### src/rtl/pipeline_absorb_fifo.sv
// First-word-fall-through FIFO that absorbs words still in flight
// from an upstream delay pipeline after its throttle is dropped.
module pipeline_absorb_fifo #(
    parameter int DATA_WIDTH   = 16,
    parameter int DEPTH        = 16,
    parameter int PIPE_LATENCY = 1
) (
    input  logic                      clk,
    input  logic                      reset,
    input  logic [DATA_WIDTH-1:0]     i_input_data,
    input  logic                      i_input_data_valid,
    output logic                      o_input_ready,
    output logic [DATA_WIDTH-1:0]     o_output_data,
    output logic                      o_output_data_valid,
    input  logic                      i_output_ready,
    output logic [$clog2(DEPTH):0]    o_count,
    output logic                      o_empty,
    output logic                      o_full,
    output logic                      o_overflow
);

    localparam int AW = $clog2(DEPTH);
    localparam int CW = AW + 1;

    logic [DATA_WIDTH-1:0] mem [DEPTH];
    logic [AW-1:0]         wr_ptr;
    logic [AW-1:0]         rd_ptr;
    logic [CW-1:0]         count;
    logic                  push;
    logic                  pop;
    logic                  accept;
    logic [CW-1:0]         slack;

    assign push   = i_input_data_valid;
    assign pop    = (count != '0) && i_output_ready;
    assign accept = push && ((count != CW'(DEPTH)) || pop);

    always_ff @(posedge clk) begin
        if (reset) begin
            wr_ptr     <= '0;
            rd_ptr     <= '0;
            count      <= '0;
            o_overflow <= 1'b0;
        end else begin
            if (accept)
                wr_ptr <= wr_ptr + 1'b1;
            if (pop)
                rd_ptr <= rd_ptr + 1'b1;
            if (accept && !pop)
                count <= count + 1'b1;
            else if (!accept && pop)
                count <= count - 1'b1;
            if (push && !accept)
                o_overflow <= 1'b1;
        end
    end

    // Storage is left unreset; validity is tracked by count alone.
    always_ff @(posedge clk) begin
        if (accept && !reset)
            mem[wr_ptr] <= i_input_data;
    end

    assign slack = CW'(DEPTH) - count;

    assign o_count             = count;
    assign o_empty             = (count == '0);
    assign o_full              = (count == CW'(DEPTH));
    assign o_output_data_valid = (count != '0);
    assign o_output_data       = o_output_data_valid ? mem[rd_ptr] : '0;
    assign o_input_ready       = (slack > CW'(PIPE_LATENCY));

endmodule

### config.mk
export PLATFORM = sky130hd
export DESIGN_NAME = pipeline_absorb_fifo
export DESIGN_NICKNAME = d
export VERILOG_FILES = /design/src/rtl/pipeline_absorb_fifo.sv
export SDC_FILE = /design/constraint.sdc
export NUM_CORES = 1
export LEC_CHECK = 0
export ABC_AREA = 1
export CORE_MARGIN = 2
export CORE_UTILIZATION = 61
export CTS_CLUSTER_SIZE = 20
export DETAILED_ROUTE_END_ITERATION = 12
export PLACE_DENSITY = 0.81
export SYNTH_ARGS = -nofsm -noshare
export SYNTH_HDL_FRONTEND = slang
export SYNTH_SLANG_ARGS = --single-unit
### constraint.sdc
create_clock -name clk -period 3.2 [get_ports clk]
set_input_delay 0.64 -clock clk [delete_from_list [all_inputs] [get_ports clk]]
set_output_delay 0.64 -clock clk [all_outputs]
set_load 0.03 [all_outputs]
; ---- Word level (Yosys, flattened, before mapping)
; Memory sizes are Yosys's and may differ from the RTL's. A register that Yosys moved wholly into a read port is not among the register bits.
; Index checks and enable logic that the tools add are counted.
[op_classes]
n_addsub = 5
reduce_logical = 13
n_eq_ne = 2
mux = 7
order_cmp = 1
[ops]
columns = cell, n
row1 = two-way mux 16 bit, 1
row2 = two-way mux 5 bit, 2
row3 = adder 4 x 1 -> 4 bit (second input constant), 2
row4 = two-way mux 4 bit, 2
row5 = logical AND 1 bit, 6
row6 = adder 5 x 1 -> 5 bit (second input constant), 1
row7 = == test 5 bit (second input constant), 1
row8 = greater-than comparator 5 x 1 -> 1 bit (second input constant), 1
row9 = zero test 5 bit, 1
row10 = inequality test 5 bit (second input constant), 1
row11 = nonzero test 5 bit, 1
row12 = subtractor 5 x 1 -> 5 bit (second input constant), 1
row13 = subtractor 5 bit (first input constant), 1
row14 = zero test 1 bit, 3
row15 = two-way mux 1 bit, 2
row16 = nonzero test 2 bit, 1
row17 = logical OR 1 bit, 1
[totals]
output_inout_bits = 26
ramBits = 256
input_bits = 20
memories = 1
wordCells = 33
reg_bits = 14
[memory_table]
columns = name, depth, word_bits, read_ports, rd_clocked_by_memory_dff, write_ports, line_no
row1 = mem, 16, 16, 1, 1, 1, 25  ; logic [DATA_WIDTH-1:0] mem [DEPTH];

; ---- Logic depth before layout (Yosys ltp)
; Gate-level depths: netlist of run 1.
[depth]
ltp_word = 8
depth_mapped = 20
mapped_depth_nobuf = 19

; ---- Least setup slack after synthesis of run 1
; No wires, ideal clock.
[synth_path]
path_type = reg2reg
from = register count[0], in the netlist o_count[0]
to = register count[4], in the netlist o_count[4]
stages_incl_launch_ff = 20
synth_period_minus_slack_ns = 3.274
slack_ns = -0.074
path_buffers = 1
arrival_ns = 3.204
setup_ns = 0.070
required_time_ns = 3.130
cell_sequence = dfxtp_1 > inv_1 > ha_1 > nand2_1 > nor2_1 > ha_1 > buf_6 > nor2_4 > inv_2 > nand2_1 > nand2_2 > inv_2 > ha_1 > inv_1 > ha_1 > or2_2 > nand2_1 > xnor2_1 > nand2_1 > a21oi_1
[synth_between]
elab_chain_len = 7
word_cells_on_any_way = 14
classes_between = 2 x add/sub / 1 x eq/ne / 2 x mux / 9 x reduce/logical
[synth_lines]
columns = item, line_no
row1 = start: declaration, 28  ; logic [CW-1:0] count;
row2 = start signal: assignment, 50  ; count <= count + 1'b1;
row3 = start signal: assignment, 52  ; count <= count - 1'b1;
row4 = branches (longest 7 deep; another with subtractor 5 x 1 -> 5 bit), n/a
; Parallel ways; which one is timed is not known. The select of a mux whose other input is x is not followed.
; A chain may end at the register's enable or synchronous reset.

==> flow_metrics.tcl, run 1 <==
set metrics [dict create \
    area_delta_synth_final_pct 15.12 \
    start_kind "register" \
    drive_gt1_frac 0.1048 \
    p_leak_nw 5.630 \
    vias_per_cell 5.569 \
    die_h_um 143.1 \
    syn_area_mm2 0.01181 \
    cp_num_buf_inv 4 \
    grt_setup_unrepaired "yes" \
    place.gp.congestion 0.8525 \
    cts_buffer_depth 3 \
    rows 50 \
    path_max_fanout 54 \
    antenna_found_initial 0 \
    holdPathStages 1 \
    insertion_delay_ns 0.54 \
    final_cell_mix "nand2_1, edfxtp_1, nand3_1" \
    r2r_end "o_count[4]$_SDFFE_PP0P_" \
    worst_slew_pin_slew_ns 0.7479 \
    dieArea_mm2 0.02049 \
    synth_cell_types 23 \
    power_mw 10.08 \
    min_from "rd_ptr[3]$_SDFFE_PP0N_" \
    crit_type "register to output port" \
    synth_fp_nets 1176 \
    final.period_utilization 0.9581 \
    worstPathArrival_ns 2.43 \
    ys_warn_count 0 \
    vias 8247 \
    synthCells 1142 \
    endpoint_kind "output port" \
    cts_tree "done" \
    drt_iter0_markers 1081 \
    finalHoldViolCount 0 \
    layout.cells.most_common "nand2_1" \
    grt_pass1_wl_um 41460 \
    cts_root_buffer "clkbuf_16" \
    run_status "finished, final reports clean" \
    max_freq_mhz 326.2 \
    htree_levels 1 \
    overflow 0 \
    relSlewSlack 0.5009 \
    crit_chain "inv_4 > buf_12 > buf_4 > nand2_1 > nand2_1 > nand2_1 > nand3_1 > nand3_1 > a21oi_1 > buf_4" \
    cts-buffers-inserted 28 \
    drc 0 \
    maxCapViolCount 0 \
    grt.total_usage 0.2689 \
    drt.antenna.violating_nets 0 \
    critPathRequiredTime_ns 2.56 \
    portBuffers 45 \
    hpwl_um 15820 \
    grt_max_degree 108 \
    post-route-min-period_ns 3.066 \
    ys_seq_area_frac 0.6814 \
    syn_avg_cell_area_um2 10.34 \
    first_pass_iters 6 \
    path_clk_slew_ns 0.06 \
    synth_seq_cells 274 \
    fin_skew_ns 0.007016 \
    final-setup-viol-count 0 \
    wire_per_inst_um 18.30 \
    ff2ff_setup_slack_ns 0.26 \
    cp_slowest_stage_delay_ns 0.41 \
    io_pins 46 \
    power_density_mw_per_mm2 741.4 \
    die_w_um 143.1 \
    min_path_type "register to register" \
    core_area_mm2 0.01883 \
    r2r_cells 18 \
    setup_tns_ns 0 \
    clock_sinks 274 \
    path_common_cell "nand2_1" \
    fill_cells 1241 \
    holdBufCountCts 0 \
    cpLargestDelayFamily "buffers and inverters" \
    r2r-start "o_count[0]$_SDFFE_PP0P_" \
    finalMaxSlewViolations 0 \
    initial_core_util 0.6272 \
    insertedDiodeCount 0 \
    first_global_vias 7997 \
    fin_nets 1233 \
    worst_path_max_delay_cell "dfxtp_4" \
    routed_wl_um 27100 \
    vdd_drop_max_mv 0.7381 \
]
[metrics by stage]
stage,utilization,area (µm²),setup WS [ns],cells,hold slack [ns]
after floorplan,-,11810,0.09621,1142,0.4123
after global placement,0.6730,12670,0.2699,1428,0.4281
after detailed placement,0.6730,12670,0.1801,1428,0.4418
after CTS,0.7203,13560,0.01880,1480,0.4494
after global routing,0.7220,13600,-0.005033,1481,0.4728
final,0.7220,13600,0.1342,1481,0.4515
[final cells by class]
cell class / count / area [µm²] / area share
clock buffer: 40 / 797.0 / 0.05862
multi-input combinational: 660 / 2975 / 0.2188
tap: 260 / 325.3 / 0.02393
timing repair buffer: 82 / 774.5 / 0.05697
inverter: 153 / 576.8 / 0.04243
sequential: 274 / 8058 / 0.5927
clock inverter: 12 / 88.84 / 0.006534
[state kept, by name, indices dropped and copies added (netlist names), named ones only]
name / flops
o_count: 5
mem: 256
o_overflow: 1
wr_ptr: 4
rd_ptr: 4
[Yosys cell counts]
master / number / area, µm²
or2_2: 1 / 6.260
inv_2: 3 / 11.26
nand2_2: 1 / 6.260
buf_4: 3 / 22.52
nor2_4: 1 / 11.26
nor3_1: 1 / 5.000
xnor2_1: 2 / 17.52
dfxtp_1: 18 / 360.4
fa_1: 1 / 20.02
nand3_1: 170 / 850.8
buf_6: 1 / 11.26
xor2_1: 5 / 43.79
inv_1: 150 / 563.0
a21oi_1: 29 / 145.1
nor2_1: 24 / 90.09
buf_2: 34 / 170.2
nand2_1: 403 / 1513
ha_1: 13 / 162.7
clkbuf_1: 11 / 41.29
o2111ai_1: 1 / 8.760
edfxtp_1: 256 / 7687
o21ai_0: 8 / 40.04
buf_1: 6 / 22.52
[how the worst max path moves through the flow]
stage | from | endpoint | slack [ns] | cells past startpoint
after global placement | i_output_ready | o_count[4]$_SDFFE_PP0P_ | 0.27 | 15
final | register | o_output_data[10] | 0.13 | 10
after CTS | register | o_output_data[15] | 0.02 | 8
after global routing | register | o_output_data[10] | -0.005 | 10
after floorplan | o_count[0]$_SDFFE_PP0P_ | o_count[4]$_SDFFE_PP0P_ | 0.1 | 19
after detailed placement | i_output_ready | o_count[4]$_SDFFE_PP0P_ | 0.18 | 15
[report_power, final]
group,switching (mW),internal [mW]
clock,1.28,1.81
combinational,1.91,0.973
sequential,0.0893,4.01
total,3.29,6.79
[metal layers]
layer	share of wire	vias to the layer above	global-route usage
li1	-	3853	-
met1	0.39	3893	0.3563
met2	0.49	441	0.4576
met5	0	-	0
met4	0.024	0	0.09484
met3	0.093	60	0.03924
[cells by family after synthesis]
family | count (synthesis) | share of synthesized area
AND/OR/NAND/NOR | 601 | 0.2102
buffers and inverters | 208 | 0.07130
adder cells (fa/ha/maj) | 14 | 0.01547
flip-flops | 274 | 0.6814
XOR/XNOR | 7 | 0.005191
AO/OA/AOI/OAI | 38 | 0.01642
[worst reg2reg max path, cell delays in order, from the launching register on]
cell,delay (ns)
dfxtp_4,0.38
inv_1,0.08
ha_1,0.23
nand2_1,0.08
nor2_1,0.06
ha_1,0.24
nor2_4,0.15
inv_2,0.07
nand2_1,0.07
nand2_2,0.09
inv_2,0.12
ha_1,0.20
inv_1,0.11
ha_1,0.31
or2_2,0.30
nand2_1,0.10
xnor2_1,0.12
nand2_1,0.06
a21oi_1,0.11
[timing repair]
action | CTS | global route
gates resized for setup | 4 | 7
endpoints found under the hold margin | 0 | 0
pin swaps | 0 | 1
endpoints found under the setup margin | 3 | 15
buffers inserted | 0 | 1
Power figures use the tool's default switching activity.
==> inputs of run 2 (changes only) <==
Settings changed: CTS_CLUSTER_DIAMETER set to 50, GPL_TIMING_DRIVEN set to 0.
==> run 2 against run 1 <==
Against the previous run: sequential power about the same; clock power decreased by 7.4%; die area unchanged; power decreased by 0.64%; critical endpoint is now o_output_data[5]; flip-flop and latch count unchanged; cell count increased by 1.3%; core utilization increased by 0.11 points; combinational power increased by 7%.
==> flow_metrics.tcl, run 2 (synthesis results as in run 1) <==
set metrics [dict create \
    dieArea_mm2 0.02049 \
    cts_tree "done" \
    largest_reg_flops 256 \
    worstPathArrival_ns 2.54 \
    final-setup-viol-count 0 \
    final.period_utilization 0.9923 \
    finalHoldViolCount 0 \
    first_pass_iters 6 \
    layout.cells.most_common "nand2_1" \
    core_area_mm2 0.01883 \
    grt_pass1_wl_um 46610 \
    rows 50 \
    wl_met2_um 14640 \
    first_global_vias 8618 \
    setup_tns_ns 0 \
    clock_sinks 274 \
    worst_slew_pin_slew_ns 0.8770 \
    placed_cell_area_mm2 0.01279 \
    vias_per_cell 5.817 \
    fin_nets 1257 \
    min_path_type "register to register" \
    place.gp.congestion 0.9420 \
    post-place-cells 1458 \
    route.met3.wl_um 3335 \
    fin_skew_ns 0.02320 \
    relSlewSlack 0.4135 \
    cts-buffers-inserted 23 \
    crit_type "register to output port" \
    htree_levels 1 \
    power_mw 10.02 \
    drive_gt1_frac 0.1161 \
    path_max_fanout 10 \
    top_layer "met4" \
    initial_core_util 0.6272 \
    grt_max_degree 22 \
    vdd_drop_max_mv 0.5838 \
    final_cell_mix "nand2_1, edfxtp_1, nand3_1" \
    drc 0 \
    die_h_um 143.1 \
    vias 8725 \
    die_w_um 143.1 \
    routed_wl_um 31180 \
    io_pins 46 \
    portBuffers 45 \
    largest_register "mem" \
    max_freq_mhz 314.9 \
    insertion_delay_ns 0.53 \
    power_density_mw_per_mm2 735.5 \
    area_delta_synth_final_pct 15.30 \
    path_clk_slew_ns 0.08 \
    p_leak_nw 5.612 \
    start_kind "register" \
    hpwl_um 20680 \
    fill_cells 1195 \
    met1_length_um 11270 \
    overflow 0 \
    grt.total_usage 0.3089 \
    wire_per_inst_um 20.79 \
    layoutNonFillerInstCount 1500 \
    antenna_found_initial 0 \
    stdcell_area_mm2 0.01362 \
    post-route-min-period_ns 3.175 \
    critPathRequiredTime_ns 2.56 \
    cts_buffer_depth 3 \
    finalMaxSlewViolations 0 \
    endpoint_kind "output port" \
    insertedDiodeCount 0 \
    fin_util 0.7231 \
    run_status "finished, final reports clean" \
    maxCapViolCount 0 \
    drt_iter0_markers 1373 \
    drt.antenna.violating_nets 0 \
    holdBufCountCts 0 \
    cts_root_buffer "clkbuf_16" \
]
run 2: cell count changes in the layout (fill, tap and decap cells not counted), sizes merged:
cell	change
clkbuf	+14
bufinv	-1
inv	+7
clkdlybuf4s15	+3
clkdlybuf4s18	+2
clkinv	-4
buf	-2
clkdlybuf4s50	+1
dlygate4sd2	-1
run 2: power by group:
part	leakage [nW]	switching (mW)	internal, mW
sequential	2.46	0.0735	4.01
clock	0.381	1.41	1.46
combinational	2.78	2.15	0.923
total	5.61	3.63	6.38
run 2: area by class of cell:
| class | count | area [µm²] | share of cell area |
|---|---|---|---|
| Multi-Input combinational cell | 660 | 3024 | 0.2221 |
| Clock inverter | 14 | 166.4 | 0.01222 |
| Buffer | 55 | 290.3 | 0.02132 |
| Tap cell | 260 | 325.3 | 0.02389 |
| Clock buffer | 28 | 614.3 | 0.04512 |
| Inverter | 153 | 576.8 | 0.04236 |
| Timing Repair Buffer | 56 | 564.3 | 0.04144 |
| Sequential cell | 274 | 8055 | 0.5916 |
run 2: final timing paths:
path	endpoint	slack [ns]	start	cells past startpoint
worst max-delay path	o_output_data[5]	0.02	register	7
worst min-delay path	o_overflow$_SDFFE_PP0P_	0.46	o_overflow$_SDFFE_PP0P_	2
worst max register to register	o_count[4]$_SDFFE_PP0P_	0.27	o_count[0]$_SDFFE_PP0P_	19
worst min register to register	o_overflow$_SDFFE_PP0P_	0.46	o_overflow$_SDFFE_PP0P_	2
run 2: repair_timing:
| action | 4_1_cts | 5_1_grt |
|---|---|---|
| resized for setup | 33 | 51 |
| pin swaps | 0 | 1 |
| setup buffers | 0 | 0 |
| setup endpoints to repair | 17 | 110 |
| endpoints found under the hold margin | 0 | 0 |
run 2: routing by layer:
metal  up-vias  global-route usage
li1       3897                   -
met3       139             0.05768
met5         -                   0
met1      4078              0.3925
met4         0              0.1725
met2       611              0.5037
run 2: stage by stage:
| stage | setup slack (ns) | hold WS, ns |
|---|---|---|
| 2_1_floorplan | 0.09621 | 0.4123 |
| 3_3_place_gp | -0.6400 | 0.4244 |
| 3_5_place_dp | -0.007163 | 0.4467 |
| 4_1_cts | -0.007815 | 0.4551 |
| 5_1_grt | -0.02083 | 0.4809 |
| 6_report | 0.02460 | 0.4556 |
run 2: critical path, cell delays in order (launching register included):
cell	delay, ns
dfxtp_1	0.30
buf_2	0.14
inv_1	0.18
clkbuf_1	0.57
nand3_1	0.24
nand3_1	0.17
a21oi_2	0.11
clkdlybuf4s15_2	0.29
